## config.mk

```make
export PLATFORM = sky130hd
export DESIGN_NAME = game_round_ctrl_flat
export DESIGN_NICKNAME = d
export VERILOG_FILES = /design/src/rtl/game_round_ctrl_pkg.sv /design/src/rtl/game_round_ctrl_if.sv /design/src/rtl/game_round_ctrl_bcd_counter.sv /design/src/rtl/game_round_ctrl.sv /design/src/flat_wrapper.sv
export SDC_FILE = /design/constraint.sdc
export NUM_CORES = 1
export LEC_CHECK = 0
export ABC_CLOCK_PERIOD_IN_PS = 2480
export BUFFER_PORTS_ARGS = -buffer_cell sky130_fd_sc_hd__buf_4
export CORE_MARGIN = 2
export CORE_UTILIZATION = 60
export CTS_BUF_LIST = sky130_fd_sc_hd__clkbuf_8
export DETAILED_ROUTE_END_ITERATION = 16
export GPL_TIMING_DRIVEN = 0
export HOLD_SLACK_MARGIN = 0.12
export PLACE_DENSITY_LB_ADDON = 0.25
export SYNTH_ARGS = -nofsm -noshare
export SYNTH_HDL_FRONTEND = slang
export SYNTH_SLANG_ARGS = --single-unit
```

## constraint.sdc

```tcl
create_clock -name clk -period 2.48 [get_ports clk]
set_clock_uncertainty 0.05 [all_clocks]
set_input_delay 0.124 -clock clk [delete_from_list [all_inputs] [get_ports clk]]
set_output_delay 0.124 -clock clk [all_outputs]
set_load 0.01 [all_outputs]
```

## src/rtl/game_round_ctrl_pkg.sv

```systemverilog
// -----------------------------------------------------------------------------
// game_pkg
// Shared definitions for the binary-encryption game round controller:
//   - state_t  : round FSM encoding
//   - BCD_W    : bits per BCD digit
//   - BCD_MAX  : largest legal BCD digit value
// -----------------------------------------------------------------------------
package game_pkg;

  typedef enum logic [2:0] {
    ST_IDLE   = 3'd0,
    ST_LOAD   = 3'd1,
    ST_ARM    = 3'd2,
    ST_PLAY   = 3'd3,
    ST_RESULT = 3'd4,
    ST_DONE   = 3'd5
  } state_t;

  localparam int         BCD_W   = 4;
  localparam logic [3:0] BCD_MAX = 4'd9;

endpackage : game_pkg

```

## src/rtl/game_round_ctrl_if.sv

```systemverilog
// -----------------------------------------------------------------------------
// game_round_ctrl_if
// Bundles the control pulses, RNG/guess data and status outputs of the round
// controller.
//   master : the side that issues start/abort/guesses and supplies target_in
//   slave  : the round controller itself
// Signals:
//   start, abort, guess_valid (pulses), target_in, guess_in  -> controller
//   rng_load, busy, done, round_idx, time_bcd, score_bcd,
//   hit, miss, timeout                                        <- controller
// -----------------------------------------------------------------------------
interface game_round_ctrl_if #(
  parameter int DATA_W       = 4,
  parameter int NUM_ROUNDS   = 8,
  parameter int TIME_DIGITS  = 2,
  parameter int SCORE_DIGITS = 2
);

  localparam int ROUND_W = $clog2(NUM_ROUNDS + 1);

  logic                      start;
  logic                      abort;
  logic [DATA_W-1:0]         target_in;
  logic                      guess_valid;
  logic [DATA_W-1:0]         guess_in;

  logic                      rng_load;
  logic                      busy;
  logic                      done;
  logic [ROUND_W-1:0]        round_idx;
  logic [4*TIME_DIGITS-1:0]  time_bcd;
  logic [4*SCORE_DIGITS-1:0] score_bcd;
  logic                      hit;
  logic                      miss;
  logic                      timeout;

  modport master (
    output start, abort, target_in, guess_valid, guess_in,
    input  rng_load, busy, done, round_idx, time_bcd, score_bcd,
           hit, miss, timeout
  );

  modport slave (
    input  start, abort, target_in, guess_valid, guess_in,
    output rng_load, busy, done, round_idx, time_bcd, score_bcd,
           hit, miss, timeout
  );

endinterface : game_round_ctrl_if

```

## src/rtl/game_round_ctrl_bcd_counter.sv

```systemverilog
// -----------------------------------------------------------------------------
// bcd_counter
// Multi-digit BCD up/down counter that saturates at all-9s and at zero.
// Priority: clear > load > increment > decrement.
// Ports:
//   clk, rst        clock, asynchronous active-low reset
//   i_clr           synchronous clear to 0
//   i_load          load i_load_val
//   i_inc / i_dec   +1 / -1 in BCD (held at the saturation limits)
//   o_value         current BCD value
//   o_zero          value is zero
// -----------------------------------------------------------------------------
module bcd_counter
  import game_pkg::*;
#(
  parameter int DIGITS = 2
) (
  input  logic                      clk,
  input  logic                      rst,
  input  logic                      i_clr,
  input  logic                      i_load,
  input  logic [BCD_W*DIGITS-1:0]   i_load_val,
  input  logic                      i_inc,
  input  logic                      i_dec,
  output logic [BCD_W*DIGITS-1:0]   o_value,
  output logic                      o_zero
);

  localparam int W = BCD_W * DIGITS;

  logic [W-1:0] r_value;
  logic [W-1:0] w_inc_val;
  logic [W-1:0] w_dec_val;
  logic         w_is_max;
  logic         w_is_zero;

  assign w_is_max  = (r_value == {DIGITS{BCD_MAX}});
  assign w_is_zero = (r_value == '0);

  // Ripple the carry from the least significant digit upward.
  // NOTE: combinational blocks use blocking '=' so the carry/borrow chain
  // updates in loop order; clocked state below uses non-blocking '<='.
  // NOTE: every always_comb output gets a default first, so no path can leave
  // it unassigned and infer a latch.
  always_comb begin : inc_path
    logic carry;
    w_inc_val = r_value;
    carry     = 1'b1;
    for (int d = 0; d < DIGITS; d++) begin
      if (carry) begin
        if (r_value[BCD_W*d +: BCD_W] == BCD_MAX) begin
          w_inc_val[BCD_W*d +: BCD_W] = 4'd0;
        end else begin
          w_inc_val[BCD_W*d +: BCD_W] = r_value[BCD_W*d +: BCD_W] + 4'd1;
          carry = 1'b0;
        end
      end
    end
  end

  always_comb begin : dec_path
    logic borrow;
    w_dec_val = r_value;
    borrow    = 1'b1;
    for (int d = 0; d < DIGITS; d++) begin
      if (borrow) begin
        if (r_value[BCD_W*d +: BCD_W] == 4'd0) begin
          w_dec_val[BCD_W*d +: BCD_W] = BCD_MAX;
        end else begin
          w_dec_val[BCD_W*d +: BCD_W] = r_value[BCD_W*d +: BCD_W] - 4'd1;
          borrow = 1'b0;
        end
      end
    end
  end

  always_ff @(posedge clk or negedge rst) begin
    if (!rst) begin
      r_value <= '0;
    end else if (i_clr) begin
      r_value <= '0;
    end else if (i_load) begin
      r_value <= i_load_val;
    end else if (i_inc && !w_is_max) begin
      r_value <= w_inc_val;
    end else if (i_dec && !w_is_zero) begin
      r_value <= w_dec_val;
    end
  end

  assign o_value = r_value;
  assign o_zero  = w_is_zero;

endmodule : bcd_counter

```

## src/rtl/game_round_ctrl.sv

```systemverilog
// -----------------------------------------------------------------------------
// game_round_ctrl
// Multi-round engine for the binary encryption game. Per round it requests a
// random target, arms a BCD countdown, then judges one guess (or the timer
// expiry) and updates a saturating BCD score. After NUM_ROUNDS rounds it
// parks in DONE until the next start.
// Ports:
//   clk   system clock, rising edge
//   rst   asynchronous reset, active-low
//   bus   game_round_ctrl_if.slave
//         in : start, abort, target_in, guess_valid, guess_in
//         out: rng_load, busy, done, round_idx, time_bcd, score_bcd,
//              hit, miss, timeout
// Build option:
//   PENALTY_EN  when defined, every miss (wrong guess or timeout) takes one
//               point off the score, saturating at zero.
// -----------------------------------------------------------------------------
module game_round_ctrl
  import game_pkg::*;
#(
  parameter int                          DATA_W        = 4,
  parameter int                          NUM_ROUNDS    = 8,
  parameter int                          TIME_DIGITS   = 2,
  parameter int                          SCORE_DIGITS  = 2,
  parameter int                          TICKS_PER_SEC = 50_000_000,
  parameter logic [BCD_W*TIME_DIGITS-1:0] START_TIME   = 8'h30
) (
  input  logic             clk,
  input  logic             rst,
  game_round_ctrl_if.slave bus
);

  localparam int ROUND_W = $clog2(NUM_ROUNDS + 1);
  localparam int PRESC_W = $clog2(TICKS_PER_SEC);
  localparam int TIME_W  = BCD_W * TIME_DIGITS;
  localparam int SCORE_W = BCD_W * SCORE_DIGITS;

`ifdef PENALTY_EN
  localparam bit PENALTY = 1'b1;
`else
  localparam bit PENALTY = 1'b0;
`endif

  state_t              r_state;
  state_t              w_next_state;

  logic [PRESC_W-1:0]  r_presc;
  logic [ROUND_W-1:0]  r_round_idx;
  logic [DATA_W-1:0]   r_target_q;
  logic                r_hit;
  logic                r_miss;
  logic                r_timeout;

  logic [TIME_W-1:0]   w_time_bcd;
  logic [SCORE_W-1:0]  w_score_bcd;
  logic                w_time_zero;
  logic                w_score_zero;

  logic                w_in_play;
  logic                w_wrap;
  logic                w_expire;
  logic                w_match;
  logic                w_session_start;
  logic                w_hit_set;
  logic                w_miss_set;
  logic                w_timeout_set;
  logic                w_time_dec;
  logic                w_score_dec;
  logic                w_last_round;

  logic                w_rng_load;
  logic                w_busy;
  logic                w_done;

  // ---------------------------------------------------------------------------
  // Qualifiers. Abort overrides everything, so every action is gated by it.
  // ---------------------------------------------------------------------------
  assign w_in_play       = (r_state == ST_PLAY) && !bus.abort;
  assign w_wrap          = (r_presc == PRESC_W'(TICKS_PER_SEC - 1));
  // Expiry is the tick that takes the timer from 1 to 0.
  assign w_expire        = w_wrap && (w_time_bcd == TIME_W'(1));
  assign w_match         = (bus.guess_in == r_target_q);
  assign w_session_start = bus.start && !bus.abort &&
                           ((r_state == ST_IDLE) || (r_state == ST_DONE));
  assign w_last_round    = (r_round_idx == ROUND_W'(NUM_ROUNDS - 1));

  // A guess in the expiry cycle takes precedence over the timeout.
  assign w_hit_set     = w_in_play && bus.guess_valid && w_match;
  assign w_miss_set    = w_in_play && ((bus.guess_valid && !w_match) ||
                                       (!bus.guess_valid && w_expire));
  assign w_timeout_set = w_in_play && !bus.guess_valid && w_expire;

  assign w_time_dec    = w_in_play && w_wrap && !w_time_zero;
  assign w_score_dec   = PENALTY && w_miss_set && !w_score_zero;

  // ---------------------------------------------------------------------------
  // FSM: state register
  // ---------------------------------------------------------------------------
  always_ff @(posedge clk or negedge rst) begin
    if (!rst) begin
      r_state <= ST_IDLE;
    end else begin
      r_state <= w_next_state;
    end
  end

  // ---------------------------------------------------------------------------
  // FSM: next-state logic
  // ---------------------------------------------------------------------------
  always_comb begin
    w_next_state = r_state;
    if (bus.abort) begin
      w_next_state = ST_IDLE;
    end else begin
      case (r_state)
        ST_IDLE:   if (bus.start) w_next_state = ST_LOAD;
        ST_LOAD:   w_next_state = ST_ARM;
        ST_ARM:    w_next_state = ST_PLAY;
        ST_PLAY:   if (bus.guess_valid || w_expire) w_next_state = ST_RESULT;
        ST_RESULT: w_next_state = w_last_round ? ST_DONE : ST_LOAD;
        ST_DONE:   if (bus.start) w_next_state = ST_LOAD;
        default:   w_next_state = ST_IDLE;
      endcase
    end
  end

  // ---------------------------------------------------------------------------
  // FSM: state-decoded outputs
  // ---------------------------------------------------------------------------
  always_comb begin
    w_rng_load = 1'b0;
    w_busy     = 1'b0;
    w_done     = 1'b0;
    case (r_state)
      ST_LOAD:   begin w_rng_load = 1'b1; w_busy = 1'b1; end
      ST_ARM,
      ST_PLAY,
      ST_RESULT: w_busy = 1'b1;
      ST_DONE:   w_done = 1'b1;
      default:   ;
    endcase
  end

  // ---------------------------------------------------------------------------
  // Prescaler: runs only in PLAY, restarts from 0 when a round is armed.
  // ---------------------------------------------------------------------------
  always_ff @(posedge clk or negedge rst) begin
    if (!rst) begin
      r_presc <= '0;
    end else if ((r_state == ST_ARM) && !bus.abort) begin
      r_presc <= '0;
    end else if (w_in_play) begin
      r_presc <= w_wrap ? '0 : r_presc + PRESC_W'(1);
    end
  end

  // ---------------------------------------------------------------------------
  // Round index, captured target and registered verdict pulses.
  // The verdicts are registered on the PLAY->RESULT edge, so they are high
  // exactly for the single RESULT cycle.
  // ---------------------------------------------------------------------------
  always_ff @(posedge clk or negedge rst) begin
    if (!rst) begin
      r_round_idx <= '0;
      r_target_q  <= '0;
      r_hit       <= 1'b0;
      r_miss      <= 1'b0;
      r_timeout   <= 1'b0;
    end else begin
      if (w_session_start) begin
        r_round_idx <= '0;
      end else if ((r_state == ST_RESULT) && !bus.abort) begin
        r_round_idx <= r_round_idx + ROUND_W'(1);
      end
      if ((r_state == ST_ARM) && !bus.abort) begin
        r_target_q <= bus.target_in;
      end
      r_hit     <= w_hit_set;
      r_miss    <= w_miss_set;
      r_timeout <= w_timeout_set;
    end
  end

  // ---------------------------------------------------------------------------
  // Countdown timer and score
  // ---------------------------------------------------------------------------
  bcd_counter #(.DIGITS(TIME_DIGITS)) u_timer (
    .clk        (clk),
    .rst        (rst),
    .i_clr      (bus.abort),
    .i_load     (r_state == ST_ARM),
    .i_load_val (START_TIME),
    .i_inc      (1'b0),
    .i_dec      (w_time_dec),
    .o_value    (w_time_bcd),
    .o_zero     (w_time_zero)
  );

  bcd_counter #(.DIGITS(SCORE_DIGITS)) u_score (
    .clk        (clk),
    .rst        (rst),
    .i_clr      (w_session_start),
    .i_load     (1'b0),
    .i_load_val ('0),
    .i_inc      (w_hit_set),
    .i_dec      (w_score_dec),
    .o_value    (w_score_bcd),
    .o_zero     (w_score_zero)
  );

  // ---------------------------------------------------------------------------
  // Interface outputs
  // ---------------------------------------------------------------------------
  assign bus.rng_load  = w_rng_load;
  assign bus.busy      = w_busy;
  assign bus.done      = w_done;
  assign bus.round_idx = r_round_idx;
  assign bus.time_bcd  = w_time_bcd;
  assign bus.score_bcd = w_score_bcd;
  assign bus.hit       = r_hit;
  assign bus.miss      = r_miss;
  assign bus.timeout   = r_timeout;

endmodule : game_round_ctrl

```

## src/flat_wrapper.sv

```systemverilog
// flat-port wrapper written by rule: the top's interface ports become plain ports
module game_round_ctrl_flat import game_pkg::*;
#(
  parameter int                          DATA_W        = 4,
  parameter int                          NUM_ROUNDS    = 8,
  parameter int                          TIME_DIGITS   = 2,
  parameter int                          SCORE_DIGITS  = 2,
  parameter int                          TICKS_PER_SEC = 50_000_000,
  parameter logic [BCD_W*TIME_DIGITS-1:0] START_TIME   = 8'h30
)
  (clk, rst, bus_start, bus_abort, bus_target_in, bus_guess_valid, bus_guess_in, bus_rng_load, bus_busy, bus_done, bus_round_idx, bus_time_bcd, bus_score_bcd, bus_hit, bus_miss, bus_timeout);
  game_round_ctrl_if #(.DATA_W(DATA_W), .NUM_ROUNDS(NUM_ROUNDS), .TIME_DIGITS(TIME_DIGITS), .SCORE_DIGITS(SCORE_DIGITS)) bus_i ();
  input  logic clk;
  input  logic rst;
  input wire logic [$bits(bus_i.start)-1:0] bus_start;
  input wire logic [$bits(bus_i.abort)-1:0] bus_abort;
  input wire logic [$bits(bus_i.target_in)-1:0] bus_target_in;
  input wire logic [$bits(bus_i.guess_valid)-1:0] bus_guess_valid;
  input wire logic [$bits(bus_i.guess_in)-1:0] bus_guess_in;
  output wire logic [$bits(bus_i.rng_load)-1:0] bus_rng_load;
  output wire logic [$bits(bus_i.busy)-1:0] bus_busy;
  output wire logic [$bits(bus_i.done)-1:0] bus_done;
  output wire logic [$bits(bus_i.round_idx)-1:0] bus_round_idx;
  output wire logic [$bits(bus_i.time_bcd)-1:0] bus_time_bcd;
  output wire logic [$bits(bus_i.score_bcd)-1:0] bus_score_bcd;
  output wire logic [$bits(bus_i.hit)-1:0] bus_hit;
  output wire logic [$bits(bus_i.miss)-1:0] bus_miss;
  output wire logic [$bits(bus_i.timeout)-1:0] bus_timeout;
  assign bus_i.start = bus_start;
  assign bus_i.abort = bus_abort;
  assign bus_i.target_in = bus_target_in;
  assign bus_i.guess_valid = bus_guess_valid;
  assign bus_i.guess_in = bus_guess_in;
  assign bus_rng_load = bus_i.rng_load;
  assign bus_busy = bus_i.busy;
  assign bus_done = bus_i.done;
  assign bus_round_idx = bus_i.round_idx;
  assign bus_time_bcd = bus_i.time_bcd;
  assign bus_score_bcd = bus_i.score_bcd;
  assign bus_hit = bus_i.hit;
  assign bus_miss = bus_i.miss;
  assign bus_timeout = bus_i.timeout;
  game_round_ctrl #(.DATA_W(DATA_W), .NUM_ROUNDS(NUM_ROUNDS), .TIME_DIGITS(TIME_DIGITS), .SCORE_DIGITS(SCORE_DIGITS), .TICKS_PER_SEC(TICKS_PER_SEC), .START_TIME(START_TIME)) u_core (.clk(clk), .rst(rst), .bus(bus_i));
endmodule
```

; ---- Yosys cells after proc, flatten, opt, wreduce, memory -nomap -nowiden
; Index checks and enable logic that the tools add are counted.
[classes]
bitwise = 0
muxes = 26
div = 0
mul = 0
n_eq_ne = 14
order_cmp = 0
reduce_logical = 40
shifts = 0
add_sub_neg = 6
[ops]
columns = op, n
row1 = $mux 26, 3
row2 = $mux 8, 5
row3 = $mux 4, 8
row4 = $add 26x1->26 const B, 1
row5 = $eq 26x26->1 const B, 1
row6 = $logic_and 1x1->1, 17
row7 = $pmux 3 s5, 1
row8 = $add 4x1->4 const B, 3
row9 = $mux 3, 4
row10 = $eq 4x4->1 const B, 2
row11 = $eq 8x1->1 const B, 1
row12 = $eq 8x8->1 const B, 1
row13 = $logic_not 4->1, 2
row14 = $logic_not 8->1, 1
row15 = $reduce_bool 2->1, 4
row16 = $sub 4x1->4 const B, 2
row17 = $eq 3x2->1 const B, 2
row18 = $eq 3x3->1 const B, 2
row19 = $reduce_and 2->1, 3
row20 = $reduce_bool 3->1, 2
row21 = $logic_not 1->1, 5
row22 = $mux 1, 5
row23 = $eq 4x3->1 const B, 1
row24 = $eq 4x4->1, 1
row25 = other kinds (7), 9
[word_totals]
latchBits = 0
inputBits = 13
ff_bits = 56
romBits = 0
out_inout_bits = 26
mem_count = 0
ramBits = 0

; ---- Depth between registers and ports, before layout
; Gate-level depths: netlist of run 1.
[depth]
ltp_word = 8
mapped_depth = 7
depth_no_buf = 7

; ---- Modules after synthesis
; From an unflattened synthesis of run 1, not the netlist that was laid out.
[unflattened]
cells_unflattened = 486
hier_area_um2 = 4157.7
[by_module_without_submodules]
columns = mod, area_each_um2, n_inst, seq_area_each_um2, cells_per_inst
row1 = game_round_ctrl, 2308.5, 1, 1001.0, 264
row2 = bcd_counter, 924.6, 2, 200.2, 111

; ---- Worst setup path before layout of run 1
; Ideal clock, no wire load.
[synth_path]
path_type = flip-flop to flip-flop
startpoint = reg u_core.r_presc[0]
endpoint = reg u_core.r_presc[14]
arrival_ns = 1.791
path_buffers = 1
setup_slack_ns = 0.518
stages_incl_launch_ff = 7
path_cell_list = dfrtp_1 ha_1 nand4_1 or4_1 buf_4 a31o_2 a22o_1
[synth_between]
elab_chain_cells = 4
[synth_rtl]
columns = element, line
row1 = "start, declared", game_round_ctrl.sv:47  ; logic [PRESC_W-1:0] r_presc;
row2 = "start signal, assigned", game_round_ctrl.sv:153  ; r_presc <= w_wrap ? '0 : r_presc + PRESC_W'(1);
row3 = $add 26x1->26 or $eq 26x26->1 (tied branches), "game_round_ctrl.sv:153, game_round_ctrl.sv:79"
row4 = $mux 26 (*), game_round_ctrl.sv:153
row5 = $mux 26 (*), game_round_ctrl.sv:152  ; end else if (w_in_play) begin
row6 = $mux 26 (*), game_round_ctrl.sv:150  ; end else if ((r_state == ST_ARM) && !bus.abort) begin
; Every way passes the cells marked *; elsewhere a longest branch is shown, timed or not. The select of a mux whose other input is x is not followed.
; A chain may end at the register's enable or synchronous reset.

; ---- Final worst setup path of run 1
[layout_path]
startpoint = reg u_core.r_presc[11]
endpoint = reg u_core.r_presc[14]
; Same word-level chain as after synthesis.

==> results of run 1 <==
registers in the layout (all words and copies together), names as in the netlist:
register,cells
u_core.bus.hit,1
u_core.r_presc,26
u_core.bus.timeout,1
u_core.u_score.o_value,8
u_core.bus.round_idx,4
u_core.r_target_q,4
u_core.r_state,3
u_core.bus.miss,1
u_core.u_timer.o_value,8
cells in the final DEF (no fill, tap or decap), types with 5 or more instances in the layout:
cell type,count
clkbuf_8,6
nand3_1,15
or3_1,7
and4_1,5
o21ai_0,10
nor4_1,5
dlygate4sd3_1,7
xnor2_1,7
nor2_1,44
a31oi_1,7
nand2_1,26
a21oi_1,12
xor2_1,15
buf_4,42
nor3_1,7
mux2i_1,9
dfrtp_1,56
and3_1,10
nand4_1,13
inv_1,9
final timing paths:
check                      slack [ns]                                    end                            from  depth (start not counted)
max                              0.16         u_core.r_presc[14]$_DFFE_PN0P_  u_core.r_presc[11]$_DFFE_PN0P_                          5
min in group asynchronous        0.33  u_core.u_timer.o_value[0]$_DFFE_PN0P_                             rst                          2
min                              0.18  u_core.u_score.o_value[4]$_DFFE_PN0P_                       bus_start                          3
min reg2reg                      0.49         u_core.r_presc[25]$_DFFE_PN0P_  u_core.r_presc[25]$_DFFE_PN0P_                          2
max reg2reg                      0.16         u_core.r_presc[14]$_DFFE_PN0P_  u_core.r_presc[11]$_DFFE_PN0P_                          5
max in group asynchronous        1.55              u_core.bus.miss$_DFF_PN0_                             rst                          2
stage by stage:
stage | hold WS [ns] | std cells | worst slack, ns | util (%) | total power (W)
finish | 0.185 | 462 | 0.160 | 73.4 | 0.00194
global route | 0.195 | 462 | 0.0148 | 73.4 | 0.00201
CTS | 0.181 | 461 | 0.0410 | 73.2 | 0.00194
detailed placement | 0.182 | 446 | 0.189 | 69.8 | 0.00134
global placement | 0.169 | 446 | 0.224 | 69.8 | 0.00133
floorplan | -0.222 | 338 | 0.518 | - | 0.00123
timing repair:
item | 4_1_cts | 5_1_grt
hold buffers | 7 | 0
setup buffers | 0 | 1
setup endpoints to repair | 0 | 6
endpoints found under the hold margin | 66 | 0
critical path, stage by stage (launching register included):
cell and delay, ns:
dfrtp_1 0.46, nor4b_1 0.33, nand4_1 0.34, o21ai_1 0.66, nor2_1 0.15, a22o_1 0.24
power breakdown:
group | total (W) | internal [W] | switching [W]
logic | 0.000305 | 0.000136 | 0.000169
clock network | 0.000603 | 0.000296 | 0.000306
registers | 0.00103 | 0.000971 | 0.0000597
layout make-up:
| type | instances | area, um2 |
|---|---|---|
| timing repair buffer | 46 | 363 |
| clock inverter | 3 | 38.8 |
| tap | 70 | 87.6 |
| multi-input combinational | 261 | 1730 |
| sequential | 56 | 1400 |
| inverter | 8 | 30.0 |
| clock buffer | 5 | 68.8 |
| buffer | 13 | 75.1 |
| fill | 385 | 1380 |
logic make-up after synthesis:
kind of cell | Yosys count | share of synthesized area [%]
buffers and inverters | 21 | 3.25
multiplexers | 13 | 4.17
XOR/XNOR | 22 | 5.95
AO/OA/AOI/OAI | 55 | 11.2
adder cells (fa/ha/maj) | 4 | 1.55
AND/OR/NAND/NOR | 167 | 30.6
flip-flops | 56 | 43.3
metal layers:
layer | part of all wire (%) | wire length, um
met2 | 49 | 3690
met4 | 1.4 | 105
met3 | 6.1 | 459
met5 | 0 | 0
met1 | 43 | 3270
==> flow_summary.yaml, run 1 <==
power:
  cellPowerDensity_nw_per_um2: 511
  p_leak_nw: 1.78
  vdd.ir_drop.worst_mv: 0.384
global_routing:
  grt_max_degree: 57
  grt_pass1_wl_mm: 12.7
  grtUsageMet2_pct: 43.5
  grt-busiest-layer: "met2"
  antenna_found_initial: 0
  grt_overflow: 0
  grtUsageMet3_pct: 4.53
  grt_pass1_vias: 2682
  grt.total_usage_pct: 26.3
  gr-usage-met1_pct: 35.0
floorplanning:
  die_x_um: 77.5
  die_area_um2: 6000
  die_y_um: 77.5
  rows: 26
  io_pins: 39
  start_util_pct: 62.6
  core-area_um2: 5170
synth:
  synth_commonest_cells: "dfrtp_1 (56), nor2_1 (44), nand2_1 (26)"
  syn_inst: 338
  yosysWarnings: 0
  synth_top_area_share_pct: 43.3
  yosys.area.top_type: "dfrtp_1"
  synth_area_um2: 3240
  ys_ff_latch: 56
  ys_async_sr_fraction_pct: 100
  synthTopCellsByArea: "dfrtp_1 (43%), nor2_1 (5.1%), xor2_1 (4.1%), nand2_1 (3.0%), mux2i_1 (2.8%)"
  syn_nets: 355
  yosysMostFrequentCell: "dfrtp_1"
  synth-main-ff-cell: "dfrtp_1"
  avgSynthCellArea_um2: 9.58
  synth_edf_count: 0
  yosys.cell_types.count: 59
  seq_area_frac_synth_pct: 43.3
critical_path:
  start_kind: "register"
  crit_type: "register to register"
  cp_max_fo: 8
  arrival_ns: 2.48
  worst-endpoint-required_ns: 2.64
  worst_setup_path_end_kind: "register"
sta:
  hold_viol: 0
  setup_tns_ns: 0
  timing_worst_slew_pin_value_ns: 0.833
  fmax_mhz: 431
  rsz0062_at_grt: "no"
  fin_crit_sh_pct: 93.6
  setup_viol: 0
  min_period_ns: 2.32
  slew_headroom_pct: 44.0
  slew_viol_final: 0
route:
  firstDrtPassIters: 5
  wl_per_cell_um: 16.3
  ant_nets: 0
  wl_mm: 7.52
  viasPerCell: 6.18
  drc: 0
  drt_iter0_drc: 234
  vias: 2857
finish:
  fin_area_um2: 3790
  area_growth_syn_to_layout_pct: 17.2
  layout.nets: 408
  antennaDiodeCount: 0
  drive_gt1_share_pct: 18.9
place:
  io_buffers: 38
  routabilityCongestion: 0.858
  placed_cell_area_um2: 3610
  dp_hpwl_mm: 5.17
clocking:
  ctsLongestPathBuffers: 2
  cts_tree: "yes"
  post_cts_resize_count: 0
  clk_latency_ns: 0.32
  clkSlewWorstSetupHoldPaths_ns: 0.10
  numCtsBuffers: 5
  htree_levels: 2
  clock_sinks: 56
  ctsRootBufferMaster: "clkbuf_8"
flow_run:
  drv_cap: 0
outcome:
  status: "finished, final reports clean"
min_path:
  hold_class: "input pin to register"
No activity file was read; power rests on OpenSTA's default activity.
==> run 2: changes to the inputs <==
--- a/config.mk
+++ b/config.mk
@@ -5,15 +5,17 @@
 export SDC_FILE = /design/constraint.sdc
 export NUM_CORES = 1
 export LEC_CHECK = 0
+export ABC_AREA = 1
 export ABC_CLOCK_PERIOD_IN_PS = 2480
 export BUFFER_PORTS_ARGS = -buffer_cell sky130_fd_sc_hd__buf_4
 export CORE_MARGIN = 2
-export CORE_UTILIZATION = 60
+export CORE_UTILIZATION = 61
 export CTS_BUF_LIST = sky130_fd_sc_hd__clkbuf_8
 export DETAILED_ROUTE_END_ITERATION = 16
 export GPL_TIMING_DRIVEN = 0
 export HOLD_SLACK_MARGIN = 0.12
 export PLACE_DENSITY_LB_ADDON = 0.25
+export SKIP_CTS_REPAIR_TIMING = 1
 export SYNTH_ARGS = -nofsm -noshare
 export SYNTH_HDL_FRONTEND = slang
 export SYNTH_SLANG_ARGS = --single-unit
==> run 2 against run 1 <==
  * Wire length up 11%
  * Critical path depth up 3
  * Sequential power up 16%
  * Non-clock buffer count down 9
  * Critical endpoint is now u_core.r_presc[7]$_DFFE_PN0P_
  * Largest power group unchanged
  * Sequential share of layout area down 4.1 points
  * Synthesized cell count up 59%
  * Maximum frequency up 34%
  * Worst hold slack worse by 0.029 ns
  * Highest routed layer unchanged
==> flow_summary.yaml, run 2 <==
clocking:
  clock_sinks: 56
  clk_latency_ns: 0.32
  htree_levels: 2
  cts_tree: "yes"
  numCtsBuffers: 5
  ctsRootBufferMaster: "clkbuf_8"
  ctsLongestPathBuffers: 2
  clkSlewWorstSetupHoldPaths_ns: 0.11
sta:
  timing_worst_slew_pin_value_ns: 0.718
  min_period_ns: 1.74
  setup_tns_ns: 0
  fin_crit_sh_pct: 70.0
  fmax_mhz: 576
  hold_viol: 0
  slew_headroom_pct: 52.2
  rsz0062_at_grt: "no"
  slew_viol_final: 0
  setup_viol: 0
synth:
  synth_edf_count: 0
  synth_area_um2: 3700
  synth_compound_area_share_pct: 4.80
  synthXorXnorAreaFrac_pct: 2.60
  synthTopCellsByArea: "dfrtp_1 (38%), nand2_1 (17%), nor2_1 (7.4%), inv_1 (6.6%), nand3_1 (6.5%)"
  yosysWarnings: 0
  synth-main-ff-cell: "dfrtp_1"
  synth_adder_area_share_pct: 1.35
  ys_ff_latch: 56
  synth_mux_area_share_pct: 0
  avgSynthCellArea_um2: 6.91
  yosys.area.top_type: "dfrtp_1"
  synth-simple-area-share_pct: 44.9
  seq_area_frac_synth_pct: 37.9
  yosysMostFrequentCell: "nand2_1"
  synth_top_family_by_area: "simple AND/OR/NAND/NOR gates"
  syn_nets: 553
  synth_top_area_share_pct: 37.9
  ys_async_sr_fraction_pct: 100
  syn_inst: 536
  yosys.cell_types.count: 34
  synth_commonest_cells: "nand2_1 (167), nor2_1 (73), inv_1 (65)"
global_routing:
  grt_overflow: 0
  grt_pass1_wl_mm: 13.7
  grt_max_degree: 57
  grt_pass1_vias: 3181
  grt.total_usage_pct: 25.9
  antenna_found_initial: 0
route:
  wl_per_cell_um: 12.5
  drc: 0
  met3_length_um: 335
  wl_met1_mm: 3.81
  vias: 3518
  firstDrtPassIters: 5
  ant_nets: 0
  dr_wl_met2_mm: 4.07
  drt_iter0_drc: 192
  top_layer: "met4"
  wl_mm: 8.32
  viasPerCell: 5.30
floorplanning:
  die_x_um: 81.9
  core-area_um2: 5890
  die_area_um2: 6710
  rows: 28
  io_pins: 39
  start_util_pct: 62.9
  die_y_um: 81.9
critical_path:
  worst-endpoint-required_ns: 2.66
  worst_setup_path_end_kind: "register"
  start_kind: "register"
  cp_max_fo: 7
  crit_type: "register to register"
  arrival_ns: 1.91
finish:
  final_common_cell: "nand2_1"
  antennaDiodeCount: 0
  regMostFlops: "u_core.r_presc"
  largest_reg_flops: 26
  final_cells: 664
  drive_gt1_share_pct: 16.1
  area_growth_syn_to_layout_pct: 15.2
  layout.nets: 605
  layout_common_cells: "nand2_1 (167), nor2_1 (73), inv_1 (65), dfrtp_1 (56), nand3_1 (48)"
outcome:
  status: "finished, final reports clean"
flow_run:
  drv_cap: 0
place:
  dp_cells: 649
  io_buffers: 38
  dp_hpwl_mm: 5.99
  routabilityCongestion: 0.943
min_path:
  hold_class: "input pin to register"
power:
  vdd.ir_drop.worst_mv: 0.484
  cellPowerDensity_nw_per_um2: 631
  p_leak_nw: 2.25
-- run 2: cell types whose count changed after synthesis, sizes merged, moves of 6 or more --
cell	change
a31oi	-6
inv	+65
xor2	-6
nand2	+155
mux2i	-9
or3	-7
nor4	-9
nand3	+38
nor2	+41
and3	-10
-- run 2: cell families after synthesis --
kind of cell | count (synthesis)
adders and majority gates | 4
and+or+nand+nor | 353
DFF | 56
buffers and inverters | 79
xor gates and xnor gates | 11
AOI/OAI and AO/OA | 33
-- run 2: per-stage QoR --
stage	hold WS (ns)	utilization, %	total power [W]	setup slack, ns	area, um2
2_1_floorplan	-0.222	-	0.00178	0.884	3700
3_3_place_gp	0.172	69.3	0.00202	0.785	4080
3_5_place_dp	0.175	69.3	0.00205	0.772	4080
4_1_cts	-0.167	71.3	0.00268	0.750	4200
5_1_grt	0.188	72.5	0.00286	0.558	4270
6_report	0.156	72.5	0.00269	0.745	4270
-- run 2: area by class of cell --
cell class	count	area, um2
buffer	5	32.5
clock buffer	5	68.8
clock inverter	3	46.3
fill	487	1620
inverter	74	280
multi-input combinational	401	1990
sequential	56	1400
tap	75	93.8
timing repair buffer	45	355
-- run 2: report_power, final --
group / internal [W] / leakage [nW] / switching [W] / total [W]
sequential: 0.00105 / 0.744 / 0.000146 / 0.00119
combinational: 0.000313 / 1.45 / 0.000551 / 0.000865
clock: 0.000305 / 0.0548 / 0.000329 / 0.000634
-- run 2: metal layers --
metal | GRT usage, % | up-vias
met3 | 3.52 | 13
met5 | 0 | -
met4 | 7.33 | 0
met1 | 33.1 | 1629
li1 | - | 1790
met2 | 45.5 | 86
-- run 2: worst max-delay path, stage by stage, from the launching register on --
cell     delay (ns)
dfrtp_1        0.41
ha_1           0.23
nand3_4        0.19
nor3_1         0.26
nand2_1        0.08
nor2_1         0.21
nor2_1         0.08
nand3_1        0.07
nand2_1        0.05
-- run 2: path summary, 6_finish.rpt --
kind / end / slack, ns / startpoint / depth (start not counted)
max in group asynchronous: u_core.r_presc[17]$_DFFE_PN0P_ / 1.56 / rst / 2
hold / removal: u_core.bus.hit$_DFF_PN0_ / 0.16 / bus_guess_in[0] / 6
min in group asynchronous: u_core.u_timer.o_value[0]$_DFFE_PN0P_ / 0.34 / rst / 2
hold reg to reg: u_core.r_presc[24]$_DFFE_PN0P_ / 0.47 / u_core.r_presc[24]$_DFFE_PN0P_ / 2
setup reg to reg: u_core.r_presc[7]$_DFFE_PN0P_ / 0.74 / u_core.r_presc[0]$_DFFE_PN0P_ / 8
setup / recovery: u_core.r_presc[7]$_DFFE_PN0P_ / 0.74 / u_core.r_presc[0]$_DFFE_PN0P_ / 8
